`config.mk`:
```
export PLATFORM = sky130hd
export DESIGN_NAME = decode_stage
export DESIGN_NICKNAME = d
export VERILOG_FILES = /design/src/rtl/decode_stage.sv
export SDC_FILE = /design/constraint.sdc
export NUM_CORES = 1
export LEC_CHECK = 0
export ABC_AREA = 1
export ABC_CLOCK_PERIOD_IN_PS = 2350
export BUFFER_PORTS_ARGS = -buffer_cell sky130_fd_sc_hd__clkbuf_2
export CAP_MARGIN = 30
export CORE_ASPECT_RATIO = 1.75
export CORE_UTILIZATION = 50
export CTS_BUF_LIST = sky130_fd_sc_hd__clkbuf_8
export CTS_CLUSTER_SIZE = 30
export DETAILED_ROUTE_END_ITERATION = 16
export PLACE_DENSITY = 0.73
export SLEW_MARGIN = 15
export SYNTH_ARGS = -nofsm -noshare
export SYNTH_HDL_FRONTEND = slang
export SYNTH_SLANG_ARGS = --single-unit
```
`constraint.sdc`:
```
create_clock -name clk -period 2.35 [get_ports clk]
set_input_delay 0.3525 -clock clk [delete_from_list [all_inputs] [get_ports clk]]
set_output_delay 0.3525 -clock clk [all_outputs]
set_load 0.005 [all_outputs]
```
`src/rtl/decode_stage.sv`:
```
// Decode stage: 16-bit instruction split into execute control fields.
// One-entry skid buffer; jumps pulse redirect and squash wrong-path fetches.
module decode_stage (
  input  logic        clk,
  input  logic        rst_n,
  input  logic        in_valid,
  output logic        in_ready,
  input  logic [15:0] in_instr,
  input  logic [15:0] in_pc,
  output logic        out_valid,
  input  logic        out_ready,
  output logic [15:0] out_pc,
  output logic [2:0]  out_op,
  output logic [2:0]  out_alu_fn,
  output logic [2:0]  out_rd,
  output logic [2:0]  out_rs_a,
  output logic [2:0]  out_rs_b,
  output logic [7:0]  out_imm,
  output logic        out_imm_hi,
  output logic        out_we,
  output logic        out_illegal,
  output logic        redirect,
  input  logic        redirect_done,
  input  logic        flush
);

  localparam logic [2:0] OP_NOP  = 3'd0;
  localparam logic [2:0] OP_ALU  = 3'd1;
  localparam logic [2:0] OP_MOV  = 3'd2;
  localparam logic [2:0] OP_MOVI = 3'd3;
  localparam logic [2:0] OP_JMP  = 3'd4;

  typedef enum logic {RUN, SQUASH} state_t;

  typedef struct packed {
    logic [15:0] pc;
    logic [2:0]  op;
    logic [2:0]  fn;
    logic [2:0]  rd;
    logic [2:0]  rs_a;
    logic [2:0]  rs_b;
    logic [7:0]  imm;
    logic        imm_hi;
    logic        we;
    logic        illegal;
  } dec_t;

  state_t state_q, state_d;
  dec_t   dec_in, out_q, skid_q;
  logic   out_valid_q, skid_valid_q, redirect_q;
  logic   accept, keep, keep_jmp, out_free;
  logic [3:0] opc;

  assign opc = in_instr[15:12];

  always_comb begin
    dec_in         = '0;
    dec_in.pc      = in_pc;
    dec_in.fn      = {in_instr[8], in_instr[1:0]};
    dec_in.rd      = in_instr[11:9];
    dec_in.rs_a    = in_instr[7:5];
    dec_in.rs_b    = in_instr[4:2];
    dec_in.imm     = in_instr[7:0];
    dec_in.imm_hi  = in_instr[8];
    dec_in.op      = OP_NOP;
    dec_in.we      = 1'b0;
    dec_in.illegal = 1'b0;
    unique case (1'b1)
      opc == 4'h0: begin
        dec_in.op = OP_ALU;
        // fn 010/011 are holes in the ALU map
        if (dec_in.fn[2:1] == 2'b01)
          dec_in.illegal = 1'b1;
        else
          dec_in.we = 1'b1;
      end
      opc == 4'h4: begin
        dec_in.op = OP_MOV;
        dec_in.we = 1'b1;
      end
      opc == 4'h5: begin
        dec_in.op = OP_MOVI;
        dec_in.we = 1'b1;
      end
      opc == 4'h7: dec_in.op = OP_JMP;
      opc == 4'hf: dec_in.op = OP_NOP;
      default:     dec_in.illegal = 1'b1;
    endcase
  end

  assign in_ready = ~skid_valid_q;
  assign accept   = in_valid & in_ready;
  assign out_free = ~out_valid_q | out_ready;

  // FSM: state register
  always_ff @(posedge clk or negedge rst_n) begin
    if (!rst_n)
      state_q <= RUN;
    else
      state_q <= state_d;
  end

  // FSM: next state
  always_comb begin
    state_d = RUN;
    if (flush)
      state_d = RUN;
    else if (keep_jmp)
      state_d = SQUASH;
    else if (state_q == SQUASH && !redirect_done)
      state_d = SQUASH;
  end

  // FSM: outputs
  always_comb begin
    keep = accept & ~flush
         & ((state_q == RUN) | redirect_done);
    keep_jmp = keep & (dec_in.op == OP_JMP);
  end

  always_ff @(posedge clk or negedge rst_n) begin
    if (!rst_n) begin
      out_q        <= '0;
      skid_q       <= '0;
      out_valid_q  <= 1'b0;
      skid_valid_q <= 1'b0;
      redirect_q   <= 1'b0;
    end else if (flush) begin
      out_valid_q  <= 1'b0;
      skid_valid_q <= 1'b0;
      redirect_q   <= 1'b0;
    end else begin
      redirect_q <= keep_jmp;
      if (out_free) begin
        if (skid_valid_q) begin
          out_q        <= skid_q;
          out_valid_q  <= 1'b1;
          skid_valid_q <= 1'b0;
        end else begin
          out_valid_q <= keep;
          if (keep)
            out_q <= dec_in;
        end
      end else if (keep) begin
        skid_q       <= dec_in;
        skid_valid_q <= 1'b1;
      end
    end
  end

  assign out_valid   = out_valid_q;
  assign out_pc      = out_q.pc;
  assign out_op      = out_q.op;
  assign out_alu_fn  = out_q.fn;
  assign out_rd      = out_q.rd;
  assign out_rs_a    = out_q.rs_a;
  assign out_rs_b    = out_q.rs_b;
  assign out_imm     = out_q.imm;
  assign out_imm_hi  = out_q.imm_hi;
  assign out_we      = out_q.we;
  assign out_illegal = out_q.illegal;
  assign redirect    = redirect_q;

endmodule
```
==> run_results.csv <==
group,metric,value,unit
synthesis,synthFlopType,"dfrtp_1",
critical_path,timing.rr.end,"skid_q[30]$_DFFE_PN0P_",
detailed_routing,drc,0,
synthesis,synth_area_per_cell,8.03,um2
critical_path,cp_max_fo,61,
timing,finalSetupTns,0,ns
synthesis,ys_ff_latch,70,
clock_network,cts_tree,"yes",
clock_network,ctsResizeCount,0,
layout,final_common_cell,"nand2_1",
synthesis,synth_top_area_share,0.545,
critical_path,reg2regPathDepth,7,
synthesis,synth_top_area_cell,"dfrtp_1",
critical_path,path_cells,"inv_1 > nor2_2 > inv_1 > nor2_4 > inv_2 > nand2_1 > o21ai_1",
die,fp.dieW,62.6,um
timing,period_needed,1.70,ns
layout,nets,505,
critical_path,cpPeakStageDelay,0.60,ns
critical_path,cp.arrival,1.96,ns
layout,layout.cells.non_filler,550,
power,p_comb_frac,0.172,
detailed_routing,wl_per_cell,11.6,um
synthesis,synth_nets,438,
timing,tightest_slew,0.863,ns
power,ir_worst_vdd,410,uV
power,swShare,0.278,
clock_network,clk_pin_slew,0.07,ns
die,start_util,0.520,
timing,timing.fmax,0.588,GHz
critical_path,reg2reg_slack,0.65,ns
place,pre_cts_ws,0.616,ns
detailed_routing,via_per_inst,4.83,
detailed_routing,drt_iter0_drc,132,
timing,final.setup.worst_slack,0.649,ns
place,post-dp-hpwl,4.14,mm
die,die_h,108,um
layout,areaGrowthSynthToFinish,15.8,%
synthesis,async_reset_ff_frac,1.00,
critical_path,crit_path_frequent_cell,"inv_1",
timing,fin_crit_sh,0.724,
global_routing,grt_pass1_wl,10.9,mm
die,rows,38,
power,power.leakage,2.09,nW
layout,drive_gt1_frac,0.226,
detailed_routing,drtAntennaViolNets,0,
timing,maxSlewHeadroom,0.424,
critical_path,cp-start-kind,"register",
global_routing,grt_max_degree,71,
global_routing,first_global_vias,2535,
layout,final_cell_mix,"nand2_1, clkbuf_2, dfrtp_1",
timing,report.final.slew_viol_count,0,
clock_network,cts_root_buf,"clkbuf_8",
synthesis,netlist_top_cells_area,"dfrtp_1, nand2_1, o21ai_0",
synthesis,seq_area_frac_synth,0.545,
timing,final-setup-viol-count,0,
outcome,outcome,"finished, final reports clean",
critical_path,endpoint_kind,"register",
power,power.total,0.00294,W
critical_path,setup.worst_path.class,"reg -> reg",
clock_network,cts_setup_buffers,0,
flow_run,drv_cap,0,
power,internal-power,0.00212,W
global_routing,grt_overflow,0,
die,die-area,6760,um2
detailed_routing,first_pass_iters,4,
synthesis,ys_types,21,
clock_network,cts_buffers,9,
clock_network,h-tree-depth,3,
synthesis,yosysWarnings,0,
synthesis,synth_edf_count,0,
place,dpl.cell_count,536,
synthesis,netlist_area,3210,um2
place,gp_congestion,0.740,
power,powerDensity,789,nW/um2
timing,rsz0062_at_grt,"false",
power,p_seq_frac,0.536,
layout,n_antenna_cell,0,
die,coreArea,6180,um2
timing,skew,0.00619,ns
global_routing,grtUsageTotal,0.208,
clock_network,clkSinkCount,70,
synthesis,syn_inst,400,
detailed_routing,wl,6.37,mm
power,clock_power_share,0.293,
clock_network,clk_latency,0.34,ns
power,p_switching,0.000817,W
clock_network,postCtsHoldBufs,0,
place,io_buffer_count,82,
clock_network,clockBufferDepth,2,
critical_path,cp.required,2.61,ns
timing,holdWs,0.114,ns
critical_path,crit_path_top_delay_cell,"inv_2",
global_routing,antenna_found_initial,0,
min_path,hold_path_class,"in -> async",
detailed_routing,vias,2658,
die,io_pins,83,
critical_path,r2r-start,"out_valid$_DFFE_PN0N_",
timing,final_hold_viol_count,0,
layout,nFillCells,582,
-- cells by family after synthesis --
group,share of synthesized area
compound gates,0.103
buf+inv,0.107
flops,0.545
simple gates,0.244
-- layer usage --
metal	global-route usage	vias to the layer above	routed length, um
met5	0	-	0
met4	0.121	0	157
met3	0.0327	13	249
met2	0.370	71	3260
met1	0.233	1223	2700
li1	-	1351	-
-- Yosys cell counts (5+ instances only) --
| cell | n |
|---|---|
| buf_2 | 5 |
| buf_4 | 10 |
| buf_6 | 6 |
| clkbuf_1 | 6 |
| dfrtp_1 | 70 |
| inv_1 | 37 |
| nand2_1 | 175 |
| nand3_1 | 11 |
| nor2_1 | 8 |
| o21ai_0 | 42 |
| o21ai_1 | 20 |
-- how the worst max path moves through the flow --
| stage | end | depth (start not counted) | startpoint |
|---|---|---|---|
| after floorplan | out_op[0]$_DFFE_PN0P_ | 8 | skid_valid_q$_DFFE_PN0P_ |
| after global placement | out_illegal$_DFFE_PN0P_ | 8 | flush |
| after detailed placement | out_illegal$_DFFE_PN0P_ | 8 | flush |
| after CTS | skid_q[30]$_DFFE_PN0P_ | 7 | out_valid$_DFFE_PN0N_ |
| after global routing | skid_q[30]$_DFFE_PN0P_ | 7 | out_valid$_DFFE_PN0N_ |
| final | skid_q[30]$_DFFE_PN0P_ | 7 | out_valid$_DFFE_PN0N_ |
-- through the flow --
| step | instance area (um2) | utilization |
|---|---|---|
| CTS | 3720 | 0.602 |
| finish | 3720 | 0.602 |
| global placement | 3550 | 0.574 |
| detailed placement | 3550 | 0.574 |
| global route | 3720 | 0.602 |
| floorplan | 3210 | - |
-- power groups by stage --
| stage | Combinational [W] | Sequential (W) | Clock, W |
|---|---|---|---|
| 2_1_floorplan | 0.000322 | 0.00158 | 0 |
| 3_3_place_gp | 0.000495 | 0.00158 | 0 |
| 3_5_place_dp | 0.000512 | 0.00159 | 0 |
| 4_1_cts | 0.000515 | 0.00157 | 0.000886 |
| 5_1_grt | 0.000590 | 0.00160 | 0.000925 |
| 6_report | 0.000505 | 0.00157 | 0.000859 |
-- registers in the layout, indices dropped and copies added (netlist names) --
register	count
out_rd	3
out_imm	1
skid_valid_q	1
out_op	3
out_alu_fn	3
out_rs_b	2
out_valid	1
state_q	1
out_pc	16
out_we	1
skid_q	33
out_rs_a	3
out_illegal	1
redirect	1
-- layout make-up --
type | instances | area, um2 | share of cell area
inverter | 39 | 149 | 0.0400
multi-input combinational | 263 | 1120 | 0.300
timing repair buffer | 84 | 428 | 0.115
clock inverter | 2 | 8.76 | 0.00235
clock buffer | 12 | 165 | 0.0444
tap | 80 | 100 | 0.0269
sequential | 70 | 1750 | 0.471
-- critical path, delay by kind of cell (launching register included) --
kind / cells / cell delay [ns]
buffers and inverters: 3 / 0.81
and+or+nand+nor: 3 / 0.28
DFF: 1 / 0.37
AOI/OAI and AO/OA: 1 / 0.13
(Power assumes the default switching activity.)
